### src/rtl/iambic_keyer_core.sv
// Iambic Morse keyer core: straight, iambic-A, iambic-B and ultimatic paddle modes with dit/dah/gap timing.
// Define KEYER_SIDETONE_EN to build the sidetone divider on buzzer_o; otherwise buzzer_o is tied low.
module iambic_keyer_core #(
    parameter int TICK_DIV  = 1000,
    parameter int WPM_W     = 4,
    parameter int DAH_UNITS = 3,
    parameter int TONE_DIV  = 2000
) (
    input  logic             clk_i,
    input  logic             rst_i,
    input  logic [WPM_W-1:0] wpm_sel_i,
    input  logic [1:0]       mode_i,
    input  logic             dit_i,
    input  logic             dah_i,
    output logic             key_o,
    output logic             aux_dit_o,
    output logic             aux_dah_o,
    output logic             buzzer_o,
    output logic             busy_o,
    output logic             elem_done_o
);

    localparam int TW = (TICK_DIV > 1) ? $clog2(TICK_DIV) : 1;
    localparam int SW = WPM_W + 1;
    localparam int UW = $clog2(DAH_UNITS + 1);

    localparam logic [TW-1:0] TICK_LAST = TW'(TICK_DIV - 1);
    localparam logic [SW-1:0] SPEED_MAX = {1'b1, {WPM_W{1'b0}}};
    localparam logic [UW-1:0] DAH_LAST  = UW'(DAH_UNITS - 1);

    localparam logic [1:0] MODE_STRAIGHT  = 2'b00;
    localparam logic [1:0] MODE_IAMBIC_A  = 2'b01;
    localparam logic [1:0] MODE_ULTIMATIC = 2'b11;

    if (TICK_DIV < 1 || DAH_UNITS < 2 || DAH_UNITS > 7 || TONE_DIV < 1) begin : g_bad_param
        $error("iambic_keyer_core: parameter out of range");
    end

    typedef enum logic [1:0] {IDLE, DIT, DAH, GAP} state_t;

    state_t        state;
    logic [1:0]    mode_q;
    logic          last_dah;     // element currently running, or the one the gap follows
    logic          mem_q;
    logic          recent_dah;
    logic          dit_prev;
    logic          dah_prev;
    logic [SW-1:0] speed_q;      // ticks per unit, frozen for the element and its gap
    logic [TW-1:0] tick_cnt;
    logic [SW-1:0] sub_cnt;
    logic [UW-1:0] unit_cnt;

    logic tick_last, unit_last, elem_last;
    logic opp_held, same_held, recent_now;
    logic go_opp, go_same;
    logic start_elem, start_dah;

    // NOTE: every always_comb output gets a default first so no path can infer a latch.
    always_comb begin
        tick_last = (tick_cnt == TICK_LAST);
        unit_last = tick_last && (sub_cnt == speed_q - SW'(1));
        elem_last = unit_last && (unit_cnt == ((state == DAH) ? DAH_LAST : '0));

        opp_held   = last_dah ? dit_i : dah_i;
        same_held  = last_dah ? dah_i : dit_i;
        recent_now = (dit_i && !dit_prev) ? 1'b0 :
                     (dah_i && !dah_prev) ? 1'b1 : recent_dah;

        go_opp  = 1'b0;
        go_same = 1'b0;
        if (mode_q == MODE_IAMBIC_A) begin
            go_opp  = opp_held;
            go_same = !opp_held && same_held;
        end else if (mode_q == MODE_ULTIMATIC && dit_i && dah_i) begin
            go_opp  = (recent_now != last_dah);
            go_same = !go_opp;
        end else begin
            go_opp  = opp_held || mem_q;
            go_same = !go_opp && same_held;
        end

        start_elem = 1'b0;
        start_dah  = 1'b0;
        if (state == IDLE && mode_i != MODE_STRAIGHT && (dit_i || dah_i)) begin
            start_elem = 1'b1;
            start_dah  = !dit_i;
        end else if (state == GAP && elem_last && (go_opp || go_same)) begin
            start_elem = 1'b1;
            start_dah  = go_opp ? !last_dah : last_dah;
        end
    end

    assign elem_done_o = (state == GAP) && elem_last;

    // NOTE: sequential state is written only with non-blocking assignments.
    always_ff @(posedge clk_i) begin
        if (rst_i) begin
            state      <= IDLE;
            mode_q     <= MODE_STRAIGHT;
            last_dah   <= 1'b0;
            mem_q      <= 1'b0;
            recent_dah <= 1'b0;
            dit_prev   <= 1'b0;
            dah_prev   <= 1'b0;
            speed_q    <= '0;
            tick_cnt   <= '0;
            sub_cnt    <= '0;
            unit_cnt   <= '0;
            key_o      <= 1'b0;
            aux_dit_o  <= 1'b0;
            aux_dah_o  <= 1'b0;
            busy_o     <= 1'b0;
        end else begin
            dit_prev   <= dit_i;
            dah_prev   <= dah_i;
            recent_dah <= recent_now;
            if (state == IDLE)
                mode_q <= mode_i;

            if (start_elem) begin
                state     <= start_dah ? DAH : DIT;
                last_dah  <= start_dah;
                mem_q     <= 1'b0;
                speed_q   <= SPEED_MAX - {1'b0, wpm_sel_i};
                tick_cnt  <= '0;
                sub_cnt   <= '0;
                unit_cnt  <= '0;
                key_o     <= 1'b1;
                aux_dit_o <= !start_dah;
                aux_dah_o <= start_dah;
                busy_o    <= 1'b1;
            end else begin
                case (state)
                    IDLE: begin
                        mem_q     <= 1'b0;
                        key_o     <= (mode_i == MODE_STRAIGHT) && dit_i;
                        busy_o    <= (mode_i == MODE_STRAIGHT) && dit_i;
                        aux_dit_o <= 1'b0;
                        aux_dah_o <= 1'b0;
                    end
                    DIT, DAH, GAP: begin
                        if (opp_held)
                            mem_q <= 1'b1;
                        tick_cnt <= tick_last ? '0 : tick_cnt + 1'b1;
                        if (tick_last)
                            sub_cnt <= unit_last ? '0 : sub_cnt + 1'b1;
                        if (unit_last)
                            unit_cnt <= unit_cnt + 1'b1;
                        if (elem_last) begin
                            unit_cnt  <= '0;
                            key_o     <= 1'b0;
                            aux_dit_o <= 1'b0;
                            aux_dah_o <= 1'b0;
                            if (state == GAP) begin
                                state  <= IDLE;
                                busy_o <= 1'b0;
                            end else begin
                                state <= GAP;
                            end
                        end
                    end
                    default: state <= IDLE;
                endcase
            end
        end
    end

`ifdef KEYER_SIDETONE_EN
    localparam int NW = $clog2(TONE_DIV + 1);

    logic [NW-1:0] tone_cnt;
    logic          tone_q;

    always_ff @(posedge clk_i) begin
        if (rst_i || !key_o) begin
            tone_cnt <= '0;
            tone_q   <= 1'b0;
        end else if (tone_cnt == NW'(TONE_DIV - 1)) begin
            tone_cnt <= '0;
            tone_q   <= !tone_q;
        end else begin
            tone_cnt <= tone_cnt + 1'b1;
        end
    end

    // Gating with key_o keeps the tone from lingering a cycle after key release.
    assign buzzer_o = tone_q && key_o;
`else
    assign buzzer_o = 1'b0;
`endif

endmodule

### config.mk
export PLATFORM = sky130hd
export DESIGN_NAME = iambic_keyer_core
export DESIGN_NICKNAME = d
export VERILOG_FILES = /design/src/rtl/iambic_keyer_core.sv
export SDC_FILE = /design/constraint.sdc
export NUM_CORES = 1
export LEC_CHECK = 0
export BUFFER_PORTS_ARGS = -buffer_cell sky130_fd_sc_hd__buf_2
export CAP_MARGIN = 20
export CORE_MARGIN = 4
export CORE_UTILIZATION = 45
export DETAILED_ROUTE_END_ITERATION = 16
export HOLD_SLACK_MARGIN = 0.1
export PLACE_DENSITY = 0.62
export SLEW_MARGIN = 20
export SYNTH_ARGS = -nofsm -noshare
export SYNTH_HDL_FRONTEND = slang
export SYNTH_SLANG_ARGS = --single-unit
### constraint.sdc
create_clock -name clk_i -period 2.9 [get_ports clk_i]
set_clock_uncertainty 0.05 [all_clocks]
set_input_delay 0.435 -clock clk_i [delete_from_list [all_inputs] [get_ports clk_i]]
set_output_delay 0.435 -clock clk_i [all_outputs]
set_load 0.02 [all_outputs]
==> impl_metrics.toml, run 1 <==
[outcome]
outcome = "finished clean"

[critical_path]
cp-start-kind = "flop"
worstPathMaxFanout = 10
path_buf_inv = 0
crit_chain = "ha_1, and4bb_1, nand4_2, a2111oi_4, a21oi_2, or4b_1, a21oi_1"
crit_arrival_ns = 2.62
worstSetupPathType = "flop to flop"
cpMaxStageDelayCell = "or4b_1"
slowest_delay_ns = 0.50
cp-end-kind = "flop"
cp_top_family = "simple AND/OR/NAND/NOR gates"
crit_required_ns = 3.08

[global_route]
grt_max_degree = 20
track_usage = 0.156
grt-ovfl-total = 0
grt_pass1_vias = 1419
grt_pass1_wl_um = 6400
antenna_found_initial = 0

[routing]
drtIter0Drc = 143
dr.pass1.iters = 5
postRouteAntennaNets = 0
wirelength_um = 3670
drc = 0
vias = 1504
routed_via_density = 5.22
wire_per_inst_um = 12.7

[place]
dp_cells = 280
post-place-ws_ns = 0.483
port_buffers = 14
post-dp-hpwl_um = 2660
gp_congestion = 0.787

[synth]
synth.most_common_cell = "dfxtp_1"
synth_seq_cells = 35
ys_seq_area_frac = 0.378
synth_top_family_by_area = "simple AND/OR/NAND/NOR gates"
synth_top_area_frac = 0.378
synthCells = 224
synthSimpleGateAreaFrac = 0.264
yosys.area.top_type = "dfxtp_1"
synth_cell_types = 42
synthArstFlopShare = 0
syn_area_per_cell_um2 = 8.28
synth_xor_area_frac = 0.103
synth_edf_count = 0
synth-warning-count = 0
synth_fa_ha_area_frac = 0.0270
synthMuxAreaShare = 0.0378
synth_area_um2 = 1850
yosys-top-cells-area = "dfxtp_1, nor2_1, xor2_1"
synth_compound_area_frac = 0.143
synth_common_cells = "dfxtp_1, nor2_1, nand2_1"
syn_nets = 238
synth_ff_type = "dfxtp_1"

[timing]
rsz0062_at_grt = "false"
setup_viol = 0
fin_ws_ns = 0.456
drv_slew = 0
hold_violations = 0
max_freq_ghz = 0.409
fin_setup_tns_ns = 0
min_period_ns = 2.44
tightest_slew_ns = 0.558
fin_crit_sh = 0.843
slew_headroom = 0.628
finalHoldWorstSlack_ns = 0.339

[layout]
fin_nets = 251
drive_gt1_frac = 0.130
insertedDiodeCount = 0
area_delta_synth_final_pct = 12.0
instances_no_fill = 288

[die]
fp-row-count = 23
core_um2 = 4000
die_x_um = 72.2
initial_utilization = 0.464
die_area_um2 = 5210
io_pins = 16
dieHeight_um = 72.2

[power]
power_density_nw_per_um2 = 587
irDropWorstVdd_v = 0.000318
power.static_leakage_uw = 0.000848

[clocking]
numCtsBuffers = 5
cts_root_buf = "clkbuf_8"
cts_tree = "yes"
h-tree-depth = 2
clkTransAtPathRegs_ns = 0.07
cts_setup_buffers = 0
clkLatencyLatePin_ns = 0.29
ctsResizeCount = 0
hold_buffers = 0
clockBufferDepth = 2
clock_sinks = 35

[run]
drv_cap = 0

[hold_path]
min_path_type = "input pin to flop"
==> power by group <==
group / switching [uW] / internal [uW] / total [uW] / leakage, uW
sequential: 29.4 / 511 / 540 / 0.000285
combinational: 133 / 88.7 / 222 / 0.000502
clock: 179 / 278 / 458 / 0.0000612
total: 342 / 878 / 1220 / 0.000848
==> path summary, 6_finish.rpt <==
kind | from | endpoint | slack, ns | depth (start not counted)
hold reg to reg | aux_dit_o | aux_dit_o | 0.40 | 2
setup reg to reg | tick_cnt[0] | speed_q[4] | 0.46 | 7
setup / recovery | tick_cnt[0] | speed_q[4] | 0.46 | 7
hold / removal | mode_i[1] | mode_q[1] | 0.34 | 3
==> cell usage in the layout (no fill, tap or decap), types with 2 or more instances in the layout <==
cell      count
buf_4         3
nand2_1      20
buf_2        14
nand3_1       7
nand4_1       6
inv_1         8
a31oi_1       5
clkbuf_8      6
nor3_1        8
a211oi_1      4
dfxtp_1      35
a21oi_1      14
xor2_1       12
and2_1        2
and3_1        5
nand2b_1      5
ha_1          4
a21o_1        3
nor2_1       31
o22ai_1       2
nor2b_1       6
xnor2_1       8
or3_1         2
o21ai_0       2
mux2i_1       7
==> routing by layer <==
layer / vias up / wire length, um / GRT usage
met2: 19 / 1530 / 0.225
met4: 0 / 46 / 0.0605
met3: 6 / 133 / 0.0485
met1: 685 / 1950 / 0.215
li1: 794 / - / -
met5: - / 0 / 0
==> kinds of logic (layout without fill, tap and decap cells) <==
group | Yosys count | count (layout)
simple gates | 98 | 98
buf+inv | 20 | 34
xor+xnor | 21 | 21
compound gates | 38 | 38
fa+ha+maj | 4 | 4
other cells | 1 | 1
flops | 35 | 35
mux | 7 | 7
==> cell type report <==
class                           instances  area [um2]
Clock buffer                            6        82.6
Clock inverter                          2        35.0
Fill cell                             395        1920
Inverter                                9        33.8
Multi-Input combinational cell        169        1070
Sequential cell                        35         701
Tap cell                               50        62.6
Timing Repair Buffer                   17        92.6
==> worst min-delay path, stage by stage <==
cell     delay, ns
buf_2         0.10
nand2_1       0.05
a21oi_1       0.05
==> flip-flops by register name, summed over array words and instances, names as in the netlist, 2 cells and up <==
register and cells:
speed_q 5, sub_cnt 5, mode_q 2, state 2, unit_cnt 2, tick_cnt 10
==> per-stage QoR <==
stage,instance area (um2),utilization,total power (uW)
after floorplan,1850,-,719
after CTS,2080,0.519,1230
after global placement,1960,0.490,772
after global routing,2080,0.519,1290
after detailed placement,1960,0.490,773
final,2080,0.519,1220
Power figures use the tool's default switching activity.
==> run 2: changes to the inputs <==
--- a/config.mk
+++ b/config.mk
@@ -11,7 +11,7 @@
 export CORE_UTILIZATION = 45
 export DETAILED_ROUTE_END_ITERATION = 16
 export HOLD_SLACK_MARGIN = 0.1
-export PLACE_DENSITY = 0.62
+export PLACE_DENSITY = 0.64
 export SLEW_MARGIN = 20
 export SYNTH_ARGS = -nofsm -noshare
 export SYNTH_HDL_FRONTEND = slang
==> constraint.sdc (replaced) <==
create_clock -name clk_i -period 2.03 [get_ports clk_i]
set_clock_uncertainty 0.05 [all_clocks]
set_input_delay 0.3045 -clock clk_i [delete_from_list [all_inputs] [get_ports clk_i]]
set_output_delay 0.3045 -clock clk_i [all_outputs]
set_load 0.02 [all_outputs]
==> impl_metrics.toml, run 2 (synthesis results as in run 1) <==
[outcome]
outcome = "finished, violations left"
violations = "setup timing"

[timing]
min_period_ns = 2.17
fin_ws_ns = -0.136
slew_headroom = 0.666
tightest_slew_ns = 0.498
setup_viol = 20
max_freq_ghz = 0.462
rsz0062_at_grt = "true"
drv_slew = 0
finalHoldWorstSlack_ns = 0.210
fin_setup_tns_ns = -1.15
hold_violations = 0
fin_crit_sh = 1.07

[clocking]
numCtsBuffers = 5
cts_tree = "yes"
clkLatencyLatePin_ns = 0.29
clkTransAtPathRegs_ns = 0.07
hold_buffers = 0
h-tree-depth = 2
clockBufferDepth = 2
cts_root_buf = "clkbuf_8"
clock_sinks = 35

[layout]
utilization = 0.630
drive_gt1_frac = 0.374
fin_nets = 283
largest_register_ff_count = 10
top_regs = "tick_cnt: 10 flops, speed_q: 5 flops, sub_cnt: 5 flops"
fin_area_um2 = 2520
insertedDiodeCount = 0
largest_register = "tick_cnt"
final_cell_mix = "dfxtp_1, buf_4, nor2_1"
area_delta_synth_final_pct = 35.8

[place]
port_buffers = 14
placed_cell_area_um2 = 2150
post-dp-hpwl_um = 2870
gp_congestion = 0.748
post-place-ws_ns = -0.167

[power]
power.switching_uw = 545
switching_share = 0.304
comb_power_share = 0.262
sequentialPowerShare = 0.426
power.static_leakage_uw = 0.00104
clock_power_share = 0.313
power_density_nw_per_um2 = 711
irDropWorstVdd_v = 0.000430
p_int_uw = 1250

[routing]
postRouteAntennaNets = 0
drtIter0Drc = 46
wirelength_um = 4410
routed_via_density = 5.28
vias = 1690
dr.pass1.iters = 4
wire_per_inst_um = 13.8
drc = 0

[run]
drv_cap = 0

[global_route]
track_usage = 0.168
grt-ovfl-total = 0
grt_pass1_wl_um = 6940
grt_max_degree = 20
grt_pass1_vias = 1574
antenna_found_initial = 0

[hold_path]
min_from = "mode_i[1]"
min_path_type = "input pin to flop"

[die]
io_pins = 16
die_x_um = 72.2
die_area_um2 = 5210
fp-row-count = 23
initial_utilization = 0.464
dieHeight_um = 72.2
core_um2 = 4000

[critical_path]
worstReg2RegStart = "tick_cnt[1]"
crit_required_ns = 2.21
cp-start-kind = "flop"
rrSetupSlack_ns = -0.14
worstPathMaxFanout = 5
crit_arrival_ns = 2.34
worstSetupPathType = "flop to flop"
cp-end-kind = "flop"
startpoint = "tick_cnt[1]"
run 2: worst paths after layout:
check | endpoint | depth (start not counted)
min reg2reg | aux_dit_o | 2
max reg2reg | unit_cnt[1] | 8
max | unit_cnt[1] | 8
min | mode_q[1] | 3
run 2: what timing repair did:
item,4_1_cts,5_1_grt
resized for setup,18,36
pin swaps,15,26
cloned,1,0
buffers inserted,4,3
endpoints found under the setup margin,31,31
run 2: area by class of cell:
cell class / instances / area, um2
timing repair buffer: 49 / 354
clock buffer: 8 / 100
tap: 50 / 62.6
sequential: 35 / 706
multi-input combinational: 169 / 1260
inverter: 9 / 33.8
fill: 350 / 1480
run 2: per-stage QoR:
stage	cells	power, uW
after global routing	320	1890
after CTS	318	1760
final	320	1790
after floorplan	224	1030
after detailed placement	305	1160
after global placement	305	1160
run 2: power by group through the flow:
| stage | logic, uW | registers [uW] | clock network, uW |
|---|---|---|---|
| after global routing | 513 | 770 | 606 |
| after detailed placement | 388 | 773 | 0 |
| after global placement | 386 | 771 | 0 |
| after floorplan | 243 | 788 | 0 |
| after CTS | 419 | 762 | 577 |
| final | 469 | 762 | 560 |
run 2: critical path, stage by stage, from the launching register on:
cell       delay [ns]
dfxtp_2          0.36
ha_4             0.14
and4bb_2         0.27
nand4_4          0.13
a2111oi_4        0.40
buf_4            0.23
nand2_2          0.08
or3_1            0.33
a21oi_2          0.12
run 2: per-layer routing:
layer	vias to the layer above	global-route usage	routed length, um
li1	860	-	-
met1	783	0.218	2010
met2	37	0.271	2110
met3	10	0.0374	186
met4	0	0.0689	106
met5	-	0	0
==> run 3: changes to the inputs <==
--- a/config.mk
+++ b/config.mk
@@ -5,6 +5,7 @@
 export SDC_FILE = /design/constraint.sdc
 export NUM_CORES = 1
 export LEC_CHECK = 0
+export ABC_AREA = 1
 export BUFFER_PORTS_ARGS = -buffer_cell sky130_fd_sc_hd__buf_2
 export CAP_MARGIN = 20
 export CORE_MARGIN = 4
==> impl_metrics.toml, run 3 <==
[outcome]
outcome = "finished clean"

[place]
gp_congestion = 0.866
post-dp-hpwl_um = 3020
port_buffers = 14
post-place-ws_ns = 0.0359

[critical_path]
cpMaxStageDelayCell = "dfxtp_2"
crit_chain = "inv_2, ha_4, xnor2_2, nor2_4, nand3_2, nor2_4, nand2_2, nor2_1, buf_4"
crit_required_ns = 1.68
slowest_delay_ns = 0.34
startpoint = "speed_q[0]"
worstSetupPathType = "flop to primary output"
worstReg2RegStart = "speed_q[0]"
worstPathMaxFanout = 2
cp-end-kind = "primary output"
cp-start-kind = "flop"
crit_top_cell = "nor2_4"
cp_top_family = "simple AND/OR/NAND/NOR gates"
path_buf_inv = 2
crit_arrival_ns = 1.67

[die]
initial_utilization = 0.476
die_x_um = 73.7
dieHeight_um = 73.7
io_pins = 16
core_um2 = 4090
fp-row-count = 23
die_area_um2 = 5430

[power]
switching_share = 0.325
power.switching_uw = 629
p_int_uw = 1310
comb_power_share = 0.267
clock_power_share = 0.326
sequentialPowerShare = 0.407
irDropWorstVdd_v = 0.000491
power.static_leakage_uw = 0.000989
power_density_nw_per_um2 = 839

[routing]
drtIter0Drc = 54
postRouteAntennaNets = 0
vias = 1747
routed_via_density = 4.95
wire_per_inst_um = 11.6
dr.pass1.iters = 4
wirelength_um = 4090
drc = 0

[synth]
yosys-top-cells-area = "dfxtp_1, nand2_1, nor2_1"
synth_compound_area_frac = 0.113
synthSimpleGateAreaFrac = 0.361
synth_xor_area_frac = 0.0496
synth_top_family_by_area = "simple AND/OR/NAND/NOR gates"
ys_seq_area_frac = 0.361
synth_top_area_frac = 0.361
synthCells = 275
synthArstFlopShare = 0
syn_area_per_cell_um2 = 7.07
synthMuxAreaShare = 0
syn_nets = 289
synth_seq_cells = 35
synth_area_um2 = 1940
synth.most_common_cell = "nand2_1"
synth-warning-count = 0
synth_fa_ha_area_frac = 0.0258
synth_common_cells = "nand2_1, nor2_1, dfxtp_1"
synth_edf_count = 0
yosys.area.top_type = "dfxtp_1"
synth_ff_type = "dfxtp_1"
synth_cell_types = 40

[timing]
setup_viol = 0
fin_ws_ns = 0.00477
fin_crit_sh = 0.998
hold_violations = 0
drv_slew = 0
min_period_ns = 2.03
max_freq_ghz = 0.494
rsz0062_at_grt = "true"

[layout]
utilization = 0.565
fin_nets = 316
insertedDiodeCount = 0
largest_register_ff_count = 10
final_cell_mix = "nand2_1, nor2_1, dfxtp_1"
top_regs = "tick_cnt: 10 flops, speed_q: 5 flops, sub_cnt: 5 flops"
area_delta_synth_final_pct = 18.7
largest_register = "tick_cnt"
drive_gt1_frac = 0.224
final_common_cell = "nand2_1"

[global_route]
grt-ovfl-total = 0
grt_pass1_wl_um = 7220
antenna_found_initial = 0
track_usage = 0.171
grt_pass1_vias = 1690
grt_max_degree = 13

[clocking]
h-tree-depth = 2
clkTransAtPathRegs_ns = 0.08
numCtsBuffers = 5
cts_tree = "yes"
clockBufferDepth = 2
clock_sinks = 35
clkLatencyLatePin_ns = 0.29
hold_buffers = 0
cts_root_buf = "clkbuf_8"

[hold_path]
min_path_type = "input pin to flop"
min_from = "mode_i[1]"

[run]
drv_cap = 0
## run 3: power groups by stage
stage / sequential, uW / combinational [uW] / clock, uW
after floorplan: 803 / 335 / 0
after global placement: 799 / 474 / 0
after detailed placement: 799 / 476 / 0
after CTS: 784 / 485 / 653
after global routing: 795 / 585 / 675
final: 789 / 517 / 631
## run 3: tightest hold or removal path: cells and delay by family
| family | cells | cell delay, ns |
|---|---|---|
| AND/OR/NAND/NOR | 2 | 0.12 |
| buffers and inverters | 1 | 0.10 |
## run 3: final cells by class
type | count | area, um2
Clock buffer | 5 | 68.8
Clock inverter | 3 | 43.8
Fill cell | 401 | 1780
Inverter | 37 | 139
Multi-Input combinational cell | 198 | 1130
Sequential cell | 35 | 706
Tap cell | 50 | 62.6
Timing Repair Buffer | 25 | 155
## run 3: metrics by stage
step           area, um2  total power, uW  TNS, ns  instances  hold slack, ns
4_1_cts             2240             1920  -0.0515        352           0.204
6_report            2310             1940        0        353           0.212
2_1_floorplan       1940             1140        0        275           0.380
5_1_grt             2310             2060   -0.152        353           0.213
3_5_place_dp        2110             1270        0        343           0.406
3_3_place_gp        2110             1270        0        343           0.411
## run 3: routing by layer
layer	GRT usage	up-vias	wire length (um)
met1	0.215	767	2010
met3	0.0424	8	159
met2	0.272	32	1820
met5	0	-	0
li1	-	940	-
met4	0.0845	0	95
## run 3: cells by family after synthesis
kind of cell,Yosys count
simple gates,144
buf+inv,42
compound gates,38
flops,35
xor+xnor,11
fa+ha+maj,4
other cells,1
## run 3: final timing paths
check | slack, ns | cells past startpoint | end
min | 0.21 | 3 | mode_q[1]
max reg2reg | 0.12 | 12 | tick_cnt[0]
min reg2reg | 0.43 | 2 | mode_q[0]
max | 0.005 | 9 | elem_done_o
## run 3: timing repair
| item | in CTS | in global routing |
|---|---|---|
| gates resized for setup | 5 | 16 |
| setup buffers | 1 | 1 |
| endpoints found under the setup margin | 1 | 27 |
| pin swaps | 2 | 4 |
